`src/rtl/ps2_pkg.sv`:
```
// PS/2 Set-2 keyboard decode: shared byte codes,
// event bundle and decoder state encoding.
package ps2_pkg;

  localparam logic [7:0] PS2_EXT    = 8'hE0;
  localparam logic [7:0] PS2_BRK    = 8'hF0;
  localparam logic [7:0] PS2_PAUSE  = 8'hE1;
  localparam logic [7:0] PS2_ACK    = 8'hFA;
  localparam logic [7:0] PS2_BAT_OK = 8'hAA;
  localparam logic [7:0] PS2_RESEND = 8'hFE;
  localparam logic [7:0] PS2_ERR0   = 8'h00;
  localparam logic [7:0] PS2_ERR1   = 8'hFF;

  typedef struct packed {
    logic       brk;
    logic       ext;
    logic [7:0] code;
  } ps2_evt_t;

  typedef enum logic [2:0] {
    IDLE,
    EXT,
    BRK,
    EXT_BRK,
    PAUSE
  } kbd_state_e;

  function automatic logic is_status(
    input logic [7:0] b
  );
    return (b == PS2_ACK)    ||
           (b == PS2_BAT_OK) ||
           (b == PS2_RESEND) ||
           (b == PS2_ERR0)   ||
           (b == PS2_ERR1);
  endfunction

endpackage

```
`src/rtl/ps2_evt_fifo.sv`:
```
// Synchronous FIFO with an extra pointer bit
// so full and empty are distinguishable.
module ps2_evt_fifo #(
  parameter int WIDTH = 10,
  parameter int DEPTH = 8
) (
  input  logic                     clk,
  input  logic                     reset,
  input  logic                     push,
  input  logic                     pop,
  input  logic [WIDTH-1:0]         din,
  output logic [WIDTH-1:0]         dout,
  output logic                     full,
  output logic                     empty,
  output logic [$clog2(DEPTH):0]   count
);

  localparam int AW = $clog2(DEPTH);

  logic [WIDTH-1:0] mem [DEPTH];
  logic [AW:0]      wr_ptr;
  logic [AW:0]      rd_ptr;
  logic             do_push;
  logic             do_pop;

  assign empty = (wr_ptr == rd_ptr);
  assign full  = (wr_ptr[AW] != rd_ptr[AW]) &&
                 (wr_ptr[AW-1:0] == rd_ptr[AW-1:0]);
  assign count = wr_ptr - rd_ptr;
  assign dout  = mem[rd_ptr[AW-1:0]];

  // A pop frees the head slot, so a full FIFO
  // can still accept a push on the same edge.
  assign do_pop  = pop & ~empty;
  assign do_push = push & (~full | do_pop);

  // Pointer update.
  always_ff @(posedge clk) begin
    if (reset) begin
      wr_ptr <= '0;
      rd_ptr <= '0;
    end else begin
      if (do_push) wr_ptr <= wr_ptr + 1'b1;
      if (do_pop)  rd_ptr <= rd_ptr + 1'b1;
    end
  end

  // Storage write; contents need no reset.
  always_ff @(posedge clk) begin
    if (do_push) mem[wr_ptr[AW-1:0]] <= din;
  end

endmodule

```
`src/rtl/ps2_kbd_decoder.sv`:
```
// Folds Set-2 prefixes into key events, turns
// status bytes into ticks, buffers events.
module ps2_kbd_decoder
  import ps2_pkg::*;
#(
  parameter int FIFO_DEPTH = 8,
  parameter int PAUSE_LEN  = 7
) (
  input  logic                          clk,
  input  logic                          reset,
  input  logic                          rx_done_tick,
  input  logic [7:0]                    rx_data,
  output logic                          evt_valid,
  input  logic                          evt_ready,
  output logic [9:0]                    evt_data,
  output logic [$clog2(FIFO_DEPTH):0]   evt_count,
  output logic                          ack_tick,
  output logic                          bat_ok_tick,
  output logic                          resend_tick,
  output logic                          kbd_err_tick,
  output logic                          overflow,
  input  logic                          clr_ovf
);

  localparam int PCW = $clog2(PAUSE_LEN + 1);
  localparam logic [PCW-1:0] PLAST =
    PCW'(PAUSE_LEN - 1);

  kbd_state_e     state, state_n;
  logic [PCW-1:0] skip, skip_n;
  logic           push;
  ps2_evt_t       push_evt;
  logic           stat;
  logic           full;
  logic           empty;
  logic           drop;
  logic [9:0]     fifo_dout;

  // Status byte seen where it is not swallowed.
  always_comb begin
    stat = 1'b0;
    if (rx_done_tick && state != PAUSE)
      stat = is_status(rx_data);
  end

  // Prefix decoder: next state and push.
  always_comb begin
    state_n  = state;
    skip_n   = skip;
    push     = 1'b0;
    push_evt = '0;
    if (rx_done_tick) begin
      unique case (state)
        IDLE: begin
          unique case (1'b1)
            rx_data == PS2_EXT:   state_n = EXT;
            rx_data == PS2_BRK:   state_n = BRK;
            rx_data == PS2_PAUSE: begin
              state_n = PAUSE;
              skip_n  = '0;
            end
            stat: state_n = IDLE;
            default: begin
              push     = 1'b1;
              push_evt = '{1'b0, 1'b0, rx_data};
            end
          endcase
        end
        EXT: begin
          unique case (1'b1)
            rx_data == PS2_BRK: state_n = EXT_BRK;
            rx_data == PS2_EXT: state_n = EXT;
            stat:               state_n = IDLE;
            default: begin
              push     = 1'b1;
              push_evt = '{1'b0, 1'b1, rx_data};
              state_n  = IDLE;
            end
          endcase
        end
        BRK: begin
          unique case (1'b1)
            stat:               state_n = IDLE;
            rx_data == PS2_EXT: state_n = EXT_BRK;
            default: begin
              push     = 1'b1;
              push_evt = '{1'b1, 1'b0, rx_data};
              state_n  = IDLE;
            end
          endcase
        end
        EXT_BRK: begin
          state_n = IDLE;
          if (!stat) begin
            push     = 1'b1;
            push_evt = '{1'b1, 1'b1, rx_data};
          end
        end
        PAUSE: begin
          skip_n = skip + 1'b1;
          if (skip == PLAST) begin
            push     = 1'b1;
            push_evt = '{1'b0, 1'b0, PS2_PAUSE};
            state_n  = IDLE;
          end
        end
        default: state_n = IDLE;
      endcase
    end
  end

  // Decoder state and Pause skip counter.
  always_ff @(posedge clk) begin
    if (reset) begin
      state <= IDLE;
      skip  <= '0;
    end else begin
      state <= state_n;
      skip  <= skip_n;
    end
  end

  // Status ticks, one cycle after the byte.
  always_ff @(posedge clk) begin
    if (reset) begin
      ack_tick     <= 1'b0;
      bat_ok_tick  <= 1'b0;
      resend_tick  <= 1'b0;
      kbd_err_tick <= 1'b0;
    end else begin
      ack_tick     <= stat && rx_data == PS2_ACK;
      bat_ok_tick  <= stat && rx_data == PS2_BAT_OK;
      resend_tick  <= stat && rx_data == PS2_RESEND;
      kbd_err_tick <= stat &&
        (rx_data == PS2_ERR0 || rx_data == PS2_ERR1);
    end
  end

  assign drop = push & full &
                ~(evt_valid & evt_ready);

  // Sticky overflow; a new drop beats clear.
  always_ff @(posedge clk) begin
    if (reset)        overflow <= 1'b0;
    else if (drop)    overflow <= 1'b1;
    else if (clr_ovf) overflow <= 1'b0;
  end

  ps2_evt_fifo #(
    .WIDTH (10),
    .DEPTH (FIFO_DEPTH)
  ) u_fifo (
    .clk   (clk),
    .reset (reset),
    .push  (push),
    .pop   (evt_ready),
    .din   (push_evt),
    .dout  (fifo_dout),
    .full  (full),
    .empty (empty),
    .count (evt_count)
  );

  assign evt_valid = ~empty;
  assign evt_data  = fifo_dout;

endmodule

```
`config.mk`:
```
export PLATFORM = sky130hd
export DESIGN_NAME = ps2_kbd_decoder
export DESIGN_NICKNAME = d
export VERILOG_FILES = /design/src/rtl/ps2_pkg.sv /design/src/rtl/ps2_evt_fifo.sv /design/src/rtl/ps2_kbd_decoder.sv
export SDC_FILE = /design/constraint.sdc
export NUM_CORES = 1
export LEC_CHECK = 0
export ABC_CLOCK_PERIOD_IN_PS = 4190
export BUFFER_PORTS_ARGS = -buffer_cell sky130_fd_sc_hd__buf_2
export CORE_UTILIZATION = 50
export CTS_CLUSTER_SIZE = 14
export DETAILED_ROUTE_END_ITERATION = 8
export GPL_TIMING_DRIVEN = 0
export PLACE_DENSITY = 0.68
export SYNTH_ARGS = -nofsm -noshare
export SYNTH_HDL_FRONTEND = slang
export SYNTH_SLANG_ARGS = --single-unit
```
`constraint.sdc`:
```
create_clock -name clk -period 4.19 [get_ports clk]
set_input_delay 0.419 -clock clk [delete_from_list [all_inputs] [get_ports clk]]
set_output_delay 0.419 -clock clk [all_outputs]
set_load 0.02 [all_outputs]
```
==> results.yml, run 1 <==
power:
  power_switching_share_pct: 25.54
  pwr-share-clk_pct: 29.5
  post-layout-total-power_mw: 2.071
  p_int_mw: 1.542
  power_density_mw_per_mm2: 411.7
  vdd_drop_max_mv: 0.1979
  seq_power_share_pct: 54.4
  switchingPower_mw: 0.5289
  combinationalPowerShare_pct: 16.1
  leakage_nw: 1.724
critical_path:
  cp-startpoint: "state[0]"
  reg2reg_slack_ns: 1.0
  arrival_ns: 3.28
  worst-setup-path-type: "flop to flop"
  cp.required_ns: 4.27
  crit_fanout: 10
  critPathLaunchType: "flop"
  critical_path.reg2reg.startpoint: "state[0]"
  type_of_element_capturing_the_critical_path: "flop"
route:
  num_vias: 2557
  detail_route.drc_violations: 0
  drt-vias-per-instance: 5.670
  routed_wire_length_per_instance_um: 18.47
  drt-pass1-iter-count: 6
  detail-route-antenna-nets: 0
  routed_wirelength_mm: 8.328
  dr.first_iter.drc_count: 109
final_layout:
  insertedDiodeCount: 0
  layout-drive-gt1-share_pct: 31.79
  syn2layout_area_growth_pct: 13.75
  nNetsFinal: 362
  fillCellCount: 637
timing:
  slew_viol_final: 0
  fmax_mhz: 313.1
  finalSetupViolations: 0
  finalHoldViolCount: 0
  timing.final.crit_period_ns: 3.193
  tightest_slew_ns: 0.9468
  unrepaired_setup_endpoints_after_global_routing: "false"
  hold_slack_ns: 0.3129
  max-slew-margin-rel_pct: 36.88
  layout_worst_path_cycle_share_pct: 76.21
  final.setup_skew_ns: 0.01102
logic_synthesis:
  yosys_top_cell_area_share_pct: 54.33
  synth.most_common_cell: "sky130_fd_sc_hd__edfxtp_1"
  synth_sequential_area_ratio_pct: 64.29
  postSynthAreaPerCell_um2: 15.19
  number_of_synthesized_register_bits: 102
  synth_edf_count: 80
  post_synthesis_instance_area_mm2: 0.004422
  cell_type_with_the_largest_total_area_after_synthesis: "sky130_fd_sc_hd__edfxtp_1"
  synth.cells.most_frequent: "sky130_fd_sc_hd__edfxtp_1 (80), sky130_fd_sc_hd__dfxtp_1 (22), sky130_fd_sc_hd__mux4_2 (20), sky130_fd_sc_hd__nor2_1 (20)"
  synth_top_cells_by_area: "sky130_fd_sc_hd__edfxtp_1 (54%), sky130_fd_sc_hd__mux4_2 (10%), sky130_fd_sc_hd__dfxtp_1 (10%), sky130_fd_sc_hd__mux2_2 (2.5%), sky130_fd_sc_hd__ha_1 (2.0%)"
  synthCells: 291
  postSynth.topFlopCell: "sky130_fd_sc_hd__edfxtp_1"
  post_synth_num_cell_types: 49
  synthesis.nets: 312
  yosys_warnings: 0
  ys_async_sr_fraction_pct: 0
floorplan:
  dieWidth_um: 96.04
  placeableCoreArea_mm2: 0.008382
  die_h_um: 96.04
  io_pins: 33
  die-area_mm2: 0.009224
  initial_utilization_pct: 52.75
  core.rowCount: 33
place:
  gp_congestion: 0.9145
  quantity_of_i_o_buffers_inserted_on_ports: 31
  detailed_place_hpwl_mm: 5.947
clock_network:
  cts.reportedPaths.clkPinSlew_ns: 0.09
  htree_num_levels: 3
  clock_path_buffers: 2
  clock_sink_count: 102
  cts.root.buffer_cell: "sky130_fd_sc_hd__clkbuf_8"
  cts_tree: "yes"
  clkLatencyLatePin_ns: 0.36
  cts-buffers-inserted: 9
  hold_buffers: 0
  setup_buffers_after_cts: 0
  cts_resized: 0
global_route:
  grt_pass1_vias: 2485
  largest_net_degree_at_the_start_of_global_routing: 18
  first_pass_grt_wire_length_mm: 13.02
  initial_antenna_violation_count: 0
  globalRouteOverflowTotal: 0
  grt_use_total_pct: 20.09
run:
  drv.max_cap_violation_count: 0
hold_path:
  min_from: "rx_data[2]"
  min_path_type: "input port to flop"
run_status:
  result_of_the_run: "complete, no violations"
## flip-flops by register name, indices dropped and copies added (netlist names), 3 cells and up, named ones only
name and count:
u_fifo.wr_ptr 4, u_fifo.mem 80, u_fifo.rd_ptr 4, skip 3
state 3
## metal layers
metal	track usage, %	wire [um]	share of wire (%)
met5	0	0	0
met2	32.51	4141	50
met1	25.94	3699	44
met4	8.458	181	2.2
met3	4.818	306	3.7
## cells in the final DEF (no fill, tap or decap), types with 2 or more instances in the layout
cell                       instances
sky130_fd_sc_hd__dfxtp_1          22
sky130_fd_sc_hd__mux4_2           20
sky130_fd_sc_hd__nand2b_1          2
sky130_fd_sc_hd__o21ai_0           4
sky130_fd_sc_hd__or4_4             2
sky130_fd_sc_hd__buf_4             4
sky130_fd_sc_hd__or2_2             4
sky130_fd_sc_hd__mux2_2           10
sky130_fd_sc_hd__clkinv_4          3
sky130_fd_sc_hd__nor4_2            7
sky130_fd_sc_hd__o22ai_1           2
sky130_fd_sc_hd__edfxtp_1         80
sky130_fd_sc_hd__ha_1              7
sky130_fd_sc_hd__buf_6             5
sky130_fd_sc_hd__clkbuf_1         11
sky130_fd_sc_hd__inv_1            11
sky130_fd_sc_hd__o21a_1            4
sky130_fd_sc_hd__xnor2_1           6
sky130_fd_sc_hd__nor2_1           20
sky130_fd_sc_hd__or3_1             3
sky130_fd_sc_hd__nor3b_1           2
sky130_fd_sc_hd__a21oi_2           2
sky130_fd_sc_hd__clkbuf_8          9
sky130_fd_sc_hd__a211oi_1          3
sky130_fd_sc_hd__or3b_2            3
sky130_fd_sc_hd__mux2i_1           2
sky130_fd_sc_hd__nor2b_1           3
sky130_fd_sc_hd__nor3_1            4
sky130_fd_sc_hd__nand2_1           9
sky130_fd_sc_hd__a21oi_1          10
sky130_fd_sc_hd__nand3_1           9
sky130_fd_sc_hd__and2_1            3
sky130_fd_sc_hd__buf_2            31
sky130_fd_sc_hd__nand4_1           5
## through the flow
step / std cells / setup slack, ns / utilization (%) / TNS (ns) / instance area, um^2
after floorplan: 291 / 1.115 / - / 0 / 4422
after global placement: 427 / -0.2240 / 56.17 / -7.262 / 4708
after detailed placement: 435 / 0.8293 / 57.65 / 0 / 4832
after CTS: 451 / 0.9748 / 60.01 / 0 / 5030
after global routing: 451 / 0.7886 / 60.01 / 0 / 5030
final: 451 / 0.9966 / 60.01 / 0 / 5030
## power groups by stage
stage / combinational, mW / clock (mW) / sequential [mW]
after floorplan: 0.246 / 0 / 1.15
after global placement: 0.330 / 0 / 1.15
after detailed placement: 0.339 / 0 / 1.15
after CTS: 0.340 / 0.623 / 1.13
after global routing: 0.368 / 0.661 / 1.13
final: 0.334 / 0.610 / 1.13
## worst max-delay path, stage by stage, from the launching register on
cell and delay [ns]:
sky130_fd_sc_hd__dfxtp_1 0.32, sky130_fd_sc_hd__clkbuf_1 0.20, sky130_fd_sc_hd__or3b_2 0.55, sky130_fd_sc_hd__nand2_1 0.16, sky130_fd_sc_hd__a21oi_2 0.07, sky130_fd_sc_hd__o22ai_1 0.33
sky130_fd_sc_hd__nand2_1 0.31, sky130_fd_sc_hd__nor4_2 0.74, sky130_fd_sc_hd__buf_6 0.23
## final cells by class
| cell class | count | area, um^2 | share of cell area [%] |
|---|---|---|---|
| clock inverter | 7 | 73.82 | 1.468 |
| clock buffer | 9 | 123.9 | 2.463 |
| inverter | 11 | 41.29 | 0.8209 |
| multi-input combinational | 165 | 1530 | 30.42 |
| timing repair buffer | 39 | 230.2 | 4.577 |
| tap | 105 | 131.4 | 2.612 |
| sequential | 102 | 2843 | 56.52 |
| buffer | 13 | 56.30 | 1.119 |
## worst paths after layout
path / end / depth (start not counted)
max: u_fifo.mem[3][0] / 8
min: ack_tick / 2
max reg2reg: u_fifo.mem[3][0] / 8
min reg2reg: skip[1] / 2
## kinds of logic (layout without fill, tap and decap cells)
group,Yosys count,after routing,share of synthesized area [%]
XOR/XNOR,7,7,1.387
AO/OA/AOI/OAI,37,37,6.339
AND/OR/NAND/NOR,80,80,9.819
adder cells (fa/ha/maj),8,8,2.433
buffers and inverters,24,79,2.207
multiplexers,33,33,13.53
flip-flops,102,102,64.29
Power figures use the tool's default switching activity.
==> inputs of run 2 (changes only) <==
Settings changed: ABC_CLOCK_PERIOD_IN_PS 4190 to 3000.
Clock period 4.19 ns to 3 ns, I/O delays scaled along.
==> run 2 against run 1 <==
  * Critical path depth decreased by 1
  * Power is 41% higher
  * Register-to-register slack worse by 0.80 ns
  * Wire length grew 3.0%
==> results.yml, run 2 (synthesized netlist as in run 1, its figures left out) <==
run_status:
  result_of_the_run: "complete, no violations"
floorplan:
  placeableCoreArea_mm2: 0.008382
  die_h_um: 96.04
  io_pins: 33
  initial_utilization_pct: 52.75
  core.rowCount: 33
  die-area_mm2: 0.009224
  dieWidth_um: 96.04
timing:
  final_critical_path_setup_slack_ns: 0.1995
  final.setup_skew_ns: 0.009596
  finalSetupViolations: 0
  slew_viol_final: 0
  layout_worst_path_cycle_share_pct: 93.35
  max-slew-margin-rel_pct: 36.92
  finalHoldViolCount: 0
  tightest_slew_ns: 0.9461
  fmax_mhz: 357.1
  finalSetupTns_ns: 0
  unrepaired_setup_endpoints_after_global_routing: "false"
  timing.final.crit_period_ns: 2.800
power:
  combinationalPowerShare_pct: 16.5
  seq_power_share_pct: 54.1
  power_density_mw_per_mm2: 563.9
  vdd_drop_max_mv: 0.2769
  power_switching_share_pct: 25.82
  p_int_mw: 2.159
  switchingPower_mw: 0.7516
  leakage_nw: 1.776
  pwr-share-clk_pct: 29.4
critical_path:
  cp.required_ns: 3.08
  critPathLaunchType: "flop"
  type_of_element_capturing_the_critical_path: "flop"
  arrival_ns: 2.88
  worst-setup-path-type: "flop to flop"
  reg2reg_depth: 7
  crit_fanout: 8
global_route:
  grt_pass1_vias: 2485
  globalRouteOverflowTotal: 0
  largest_net_degree_at_the_start_of_global_routing: 18
  grt_use_total_pct: 20.09
  first_pass_grt_wire_length_mm: 13.02
  initial_antenna_violation_count: 0
final_layout:
  layout-drive-gt1-share_pct: 34.18
  final_cells: 459
  layout.cells.most_common: "sky130_fd_sc_hd__edfxtp_1"
  nNetsFinal: 370
  layout.cells.most_common_list: "sky130_fd_sc_hd__edfxtp_1 (80), sky130_fd_sc_hd__buf_2 (31), sky130_fd_sc_hd__dfxtp_1 (21), sky130_fd_sc_hd__nor2_1 (20), sky130_fd_sc_hd__mux4_2 (20)"
  post-route-cell-area_mm2: 0.005161
  fillCellCount: 622
  syn2layout_area_growth_pct: 16.72
  flip_flop_count_of_the_largest_register_after_layout: 80
  insertedDiodeCount: 0
route:
  detail_route.drc_violations: 0
  routed_wire_length_per_instance_um: 18.69
  num_vias: 2597
  detail-route-antenna-nets: 0
  routed_wirelength_mm: 8.579
  dr.first_iter.drc_count: 117
  drt-pass1-iter-count: 4
  drt-vias-per-instance: 5.658
clock_network:
  clkLatencyLatePin_ns: 0.37
  clock_sink_count: 102
  cts.root.buffer_cell: "sky130_fd_sc_hd__clkbuf_8"
  clock_path_buffers: 2
  cts.reportedPaths.clkPinSlew_ns: 0.09
  cts-buffers-inserted: 9
  htree_num_levels: 3
  hold_buffers: 0
  cts_tree: "yes"
place:
  dp_slack_ns: -0.2417
  gp_congestion: 0.9145
  dpl_cell_area_mm2: 0.004832
  detailed_place_hpwl_mm: 5.947
  dp.cells: 435
  quantity_of_i_o_buffers_inserted_on_ports: 31
hold_path:
  min_path_cells: 2
  min_path_type: "input port to flop"
run:
  drv.max_cap_violation_count: 0
## run 2: cell type report
| type | instances | area [um^2] | share of cell area (%) |
|---|---|---|---|
| clock buffers | 9 | 123.9 | 2.400 |
| plain buffers | 13 | 56.30 | 1.091 |
| inverters | 11 | 41.29 | 0.8000 |
| clock inverters | 7 | 73.82 | 1.430 |
| well taps | 105 | 131.4 | 2.545 |
| repair buffers | 47 | 290.3 | 5.624 |
| multi-input cells | 165 | 1600 | 31.01 |
| flip-flops and latches | 102 | 2844 | 55.10 |
## run 2: path summary, 6_finish.rpt
| check | slack, ns | from | to |
|---|---|---|---|
| worst max register to register | 0.20 | u_fifo.wr_ptr[0] | u_fifo.mem[1][6] |
| worst min register to register | 0.53 | skip[1] | skip[1] |
| worst min-delay path | 0.19 | rx_data[2] | ack_tick |
| worst max-delay path | 0.20 | u_fifo.wr_ptr[0] | u_fifo.mem[1][6] |
## run 2: routing by layer
layer	track usage, %	part of all wire, %	up-vias
li1	-	-	1249
met5	0	0	-
met1	25.94	43	1271
met3	4.818	4.3	14
met4	8.458	1.9	0
met2	32.51	50	63
## run 2: critical path, cell delays in order, from the launching register on
cell and delay [ns]:
sky130_fd_sc_hd__dfxtp_2 0.50, sky130_fd_sc_hd__inv_1 0.24, sky130_fd_sc_hd__ha_1 0.36, sky130_fd_sc_hd__nand4_1 0.13
sky130_fd_sc_hd__nor2b_1 0.34, sky130_fd_sc_hd__nand2_2 0.30, sky130_fd_sc_hd__nor4_4 0.43, sky130_fd_sc_hd__buf_4 0.22
## run 2: repair_timing
item,CTS,global route
setup endpoints to repair,50,67
pin swaps,0,6
buffers inserted,0,8
gates resized for setup,0,10
## run 2: power by group through the flow
stage / Clock [mW] / Sequential, mW / Combinational [mW]
after global placement: 0 / 1.60 / 0.461
after global routing: 0.924 / 1.58 / 0.527
after detailed placement: 0 / 1.61 / 0.474
after CTS: 0.870 / 1.57 / 0.475
after floorplan: 0 / 1.60 / 0.344
final: 0.854 / 1.58 / 0.480
## run 2: per-stage QoR
step / total power [mW] / utilization (%) / hold slack (ns)
CTS: 2.919 / 60.01 / 0.1804
detailed placement: 2.079 / 57.65 / 0.5210
global placement: 2.064 / 56.17 / 0.4989
floorplan: 1.943 / - / 0.3775
finish: 2.911 / 61.58 / 0.1921
global route: 3.031 / 61.58 / 0.1756
